[config.mk]
export PLATFORM = sky130hd
export DESIGN_NAME = mmio_uart_tx
export DESIGN_NICKNAME = d
export VERILOG_FILES = /design/src/rtl/mmio_uart_tx.sv
export SDC_FILE = /design/constraint.sdc
export NUM_CORES = 1
export LEC_CHECK = 0
export CORE_MARGIN = 3
export CORE_UTILIZATION = 40
export CTS_BUF_LIST = sky130_fd_sc_hd__clkbuf_4 sky130_fd_sc_hd__clkbuf_8
export DETAILED_ROUTE_END_ITERATION = 12
export PLACE_DENSITY = 0.66
export SLEW_MARGIN = 30
export SYNTH_ARGS = -nofsm -noshare
export SYNTH_HDL_FRONTEND = slang
export SYNTH_SLANG_ARGS = --single-unit
[constraint.sdc]
create_clock -name clk -period 4.5 [get_ports clk]
set_input_delay 1.125 -clock clk [delete_from_list [all_inputs] [get_ports clk]]
set_output_delay 1.125 -clock clk [all_outputs]
set_load 0.01 [all_outputs]
[src/rtl/mmio_uart_tx.sv]
// Memory-mapped 8N1 UART transmitter: byte stores feed a TX FIFO, STATUS is read combinationally.
// The serialiser pops the FIFO head and can chain frames with no idle gap between them.
//
// state   | meaning
// S_IDLE  | line high, waiting for FIFO data
// S_START | start bit (tx=0)
// S_DATA  | eight data bits, LSB first
// S_STOP  | stop bit (tx=1), may chain straight into the next start bit
module mmio_uart_tx #(
  parameter logic [31:0] BASE_ADDR    = 32'h8000_0000,
  parameter int          CLKS_PER_BIT = 16,
  parameter int          FIFO_DEPTH   = 8
) (
  input  logic        clk,
  input  logic        rst,
  input  logic [31:0] mem_addr,
  input  logic [31:0] mem_wdata,
  input  logic [3:0]  mem_wenable,
  output logic [31:0] mem_rdata,
  output logic        hit,
  output logic        tx
);

  localparam int AW = $clog2(FIFO_DEPTH);
  localparam int CW = AW + 1;
  localparam int BW = $clog2(CLKS_PER_BIT);
  localparam logic [BW-1:0] BAUD_RELOAD = BW'(CLKS_PER_BIT - 1);
  localparam logic [CW-1:0] DEPTH_C     = CW'(FIFO_DEPTH);

  typedef enum logic [1:0] {S_IDLE, S_START, S_DATA, S_STOP} state_t;

  state_t          state, state_d;
  logic [BW-1:0]   baud_cnt, baud_cnt_d;
  logic [2:0]      bit_idx, bit_idx_d;
  logic [7:0]      shift, shift_d;
  logic            tx_d;

  logic [7:0]      fifo_mem [FIFO_DEPTH];
  logic [AW-1:0]   wr_ptr, rd_ptr;
  logic [CW-1:0]   count;
  logic            overflow;

  logic [1:0]      offset;
  logic            push_req, push, pop, full, empty, busy, ovf_clr;
  logic            unused_bits;

  assign hit      = (mem_addr[31:4] == BASE_ADDR[31:4]);
  assign offset   = mem_addr[3:2];
  assign full     = (count == DEPTH_C);
  assign empty    = (count == '0);
  assign busy     = (state != S_IDLE);
  assign push_req = hit && (offset == 2'd0) && mem_wenable[0];
  assign push     = push_req && !full;
  assign ovf_clr  = hit && (offset == 2'd1) && (|mem_wenable) && mem_wdata[3];
  assign unused_bits = ^{mem_wdata[31:8], mem_wdata[2:0], mem_addr[1:0]};

  always_comb begin
    mem_rdata = '0;
    if (hit && offset == 2'd1) begin
      mem_rdata[0]       = full;
      mem_rdata[1]       = empty;
      mem_rdata[2]       = busy;
      mem_rdata[3]       = overflow;
      mem_rdata[8 +: CW] = count;
    end
  end

  always_ff @(posedge clk) begin
    if (push) fifo_mem[wr_ptr] <= mem_wdata[7:0];
  end

  // Full-FIFO pushes are dropped even if a pop frees a slot in the same cycle.
  always_ff @(posedge clk) begin
    if (rst) begin
      wr_ptr   <= '0;
      rd_ptr   <= '0;
      count    <= '0;
      overflow <= 1'b0;
    end else begin
      if (push) wr_ptr <= wr_ptr + AW'(1);
      if (pop)  rd_ptr <= rd_ptr + AW'(1);
      count <= count + CW'(push) - CW'(pop);
      if (push_req && full) overflow <= 1'b1;
      else if (ovf_clr)     overflow <= 1'b0;
    end
  end

  always_comb begin
    state_d    = state;
    baud_cnt_d = baud_cnt;
    bit_idx_d  = bit_idx;
    shift_d    = shift;
    pop        = 1'b0;
    case (state)
      S_IDLE: begin
        if (!empty) begin
          pop        = 1'b1;
          shift_d    = fifo_mem[rd_ptr];
          state_d    = S_START;
          baud_cnt_d = BAUD_RELOAD;
        end
      end
      S_START: begin
        if (baud_cnt == '0) begin
          state_d    = S_DATA;
          bit_idx_d  = 3'd0;
          baud_cnt_d = BAUD_RELOAD;
        end else begin
          baud_cnt_d = baud_cnt - BW'(1);
        end
      end
      S_DATA: begin
        if (baud_cnt == '0) begin
          baud_cnt_d = BAUD_RELOAD;
          shift_d    = {1'b0, shift[7:1]};
          if (bit_idx == 3'd7) state_d = S_STOP;
          else                 bit_idx_d = bit_idx + 3'd1;
        end else begin
          baud_cnt_d = baud_cnt - BW'(1);
        end
      end
      S_STOP: begin
        if (baud_cnt == '0) begin
          if (!empty) begin
            pop        = 1'b1;
            shift_d    = fifo_mem[rd_ptr];
            state_d    = S_START;
            baud_cnt_d = BAUD_RELOAD;
          end else begin
            state_d = S_IDLE;
          end
        end else begin
          baud_cnt_d = baud_cnt - BW'(1);
        end
      end
      default: state_d = S_IDLE;
    endcase
  end

  // tx is registered from the next state so the line never glitches.
  always_comb begin
    case (state_d)
      S_START: tx_d = 1'b0;
      S_DATA:  tx_d = shift_d[0];
      default: tx_d = 1'b1;
    endcase
  end

  always_ff @(posedge clk) begin
    if (rst) begin
      state    <= S_IDLE;
      baud_cnt <= '0;
      bit_idx  <= '0;
      shift    <= '0;
      tx       <= 1'b1;
    end else begin
      state    <= state_d;
      baud_cnt <= baud_cnt_d;
      bit_idx  <= bit_idx_d;
      shift    <= shift_d;
      tx       <= tx_d;
    end
  end

endmodule
==> metrics.txt <==
FF-to-FF path depth 12; DRC 0; library cells used by synthesis 59; Initial Utilization 41.7%; fillers 953; hold buffers post-CTS 0; # setup viols final 0; # diodes 0; WP data arrival 3260 ps; WP data required 3380 ps; post-detail-place hpwl 6470 um; top area cells in the synthesized netlist edfxtp_1 42%, dfxtp_1 14%, mux4_2 7.3%, ha_1 4.4%, buf_4 3.9%; clk buf depth 2; Site Rows 38; pins over their slew limit 0; number of max-cap violations 0; Die X 113 um; Design Area, Final 0.00543 sq mm; crit start category input pin; Setup Total Neg Slack 0 ps; Worst-Margin Slew 846 ps; Seq/Total Area, Yosys 55.7%; Yosys Warn Count 0; Max VDD drop 0.283 mV; drt via density 5.25; Placed Instance Area 0.00520 sq mm; CP startpoint mem_addr[13]; vias in the first global route 2972; post-placement setup slack -35.9 ps; layout cell share with drive strength beyond 1 14.3%; first-pass GRT wire length 15200 um; Worst-path clk slew 100 ps; Cells after Synth 362; CP peak stage delay 610 ps; most common cell after layout, fill and taps aside edfxtp_1; Final GP Congestion 0.786; Async SR Flop Fraction 0%; number of synthesized flops with an enable pin 64; starting DRC count in detailed routing 166; final worst path period need 4390 ps; most frequent cell on the critical path clkdlybuf4s50_1; r2r setup slk 1500 ps; FF+latch count, synth 96; I/O Buffers 53; total wire length 9310 um; Fin. Hold Viols 0; slowest stage cell on the critical path or4_4; top_reg_cell synth edfxtp_1; area share of the largest cell type after synthesis 41.8%; top cell type by total area after synthesis edfxtp_1; DIE HEIGHT 113 um; most frequent cells in the layout 64 x edfxtp_1, 50 x clkdlybuf4s50_1, 39 x nor2_1, 32 x dfxtp_1, 24 x conb_1; Worst Slack Setup Final 110 ps; min-delay src overflow; Max-slew headroom 43.5%; Clock Skew 8.66 ps; CTS Buf Count 9; Critical Path Sink Type output port; GRT Overall Usage 15.2%; global route overflow 0; status completed; routed length per placed instance 16.4 um; CTS tree done; critical path class input pin to output port; largest net degree at the start of global routing 32; crit-path cells clkdlybuf4s50_1, nor4b_2, nand4_1, or4_4, nor2_1, clkdlybuf4s50_1; via count 2974; clk sinks 96; pwr dens 479 mW/mm^2; clk_lat worst skew 360 ps; Fmax 228 MHz; RSZ-0062 raised after global routing false; CTS root buffer clkbuf_8; part of the cycle the worst path needs 97.6%; area grow syn2layout 18.1%; core area 0.0110 sq mm; HP Class flop to flop; RR Endpoint count[3]; mean post-synth cell area 12.7 sq um; die area 0.0128 sq mm; Pleak 1.93 nW; Cell Area, Synth 0.00460 sq mm; CP max FO 7; Ports 104; First-pass DRT Iterations 4; Nets 509; H-tree levels 3; R2R Path Start baud_cnt[1]; antenna viol nets, final 0; Critical Path Sink mem_rdata[11]; initial antenna violation count 0
==> per-stage QoR <==
step / hold slack [ps] / total power, mW / utilization, % / std cells
2_1_floorplan: 454 / 1.86 / - / 385
3_3_place_gp: 466 / 2.01 / 47.2 / 551
3_5_place_dp: 466 / 2.05 / 47.2 / 551
4_1_cts: 480 / 2.63 / 49.1 / 567
5_1_grt: 526 / 2.79 / 49.2 / 567
6_report: 481 / 2.60 / 49.2 / 567
==> layout make-up <==
class	count	area [sq um]	area share [%]
clock buffers	11	139	2.56
clock inverters	5	66.3	1.22
inverters	14	52.6	0.968
multi-input cells	235	1800	33.1
flip-flops and latches	96	2560	47.2
well taps	140	175	3.23
repair buffers	66	636	11.7
==> state kept, by name, summed over array words and instances (netlist names), 2 cells and up, named ones only <==
name	cells
count	4
shift	8
rd_ptr	3
wr_ptr	3
bit_idx	3
baud_cnt	4
state	2
fifo_mem	64
==> worst max-delay path: cells and delay by family <==
| family | cells | cell delay (ps) |
|---|---|---|
| buf+inv | 2 | 960 |
| simple gates | 4 | 1170 |
==> logic make-up (layout without fill, tap and decap cells) <==
kind of cell / after synthesis / count (layout) / share of synthesized area [%]
compound gates: 64 / 64 / 9.66
xor+xnor: 5 / 5 / 0.952
fa+ha+maj: 17 / 17 / 4.79
buf+inv: 54 / 96 / 7.37
flops: 96 / 96 / 55.7
mux: 28 / 28 / 10.3
other cells: 1 / 24 / 0.0815
simple gates: 97 / 97 / 11.2
==> metal layers <==
metal  global-route usage, %  vias to the layer above  share of wire, %
met2                    25.6                       76                50
met1                    19.5                     1454                45
met3                    4.01                       12               3.8
met4                    4.25                        0               1.4
li1                        -                     1432                 -
met5                       0                        -                 0
==> worst min path at each step <==
stage / to / slack (ps) / depth (start not counted)
2_1_floorplan: shift[7] / 450 / 2
6_report: overflow / 480 / 2
3_5_place_dp: overflow / 470 / 2
5_1_grt: overflow / 530 / 2
3_3_place_gp: overflow / 470 / 2
4_1_cts: overflow / 480 / 2
==> power breakdown <==
| part | switching (mW) | internal, mW | leakage, nW |
|---|---|---|---|
| clock | 0.304 | 0.275 | 0.102 |
| sequential | 0.101 | 1.03 | 0.837 |
| combinational | 0.484 | 0.411 | 0.989 |
| total | 0.890 | 1.71 | 1.93 |
==> what timing repair did <==
| item | in CTS | in global routing |
|---|---|---|
| setup buffers | 0 | 0 |
| resized for setup | 1 | 5 |
| setup endpoints to repair | 6 | 4 |
| pin swaps | 0 | 2 |
==> cells in the mapped netlist, drive strengths merged (6+ instances only) <==
| cell | number |
|---|---|
| edfxtp | 64 |
| o22ai | 6 |
| nor2 | 40 |
| nor3 | 7 |
| clkbuf | 10 |
| o21ai | 16 |
| dfxtp | 32 |
| a22oi | 9 |
| nor4 | 9 |
| a21oi | 11 |
| mux2i | 9 |
| buf | 30 |
| inv | 14 |
| ha | 16 |
| nand2 | 16 |
| mux4 | 15 |
No activity file was read; power rests on OpenSTA's default activity.
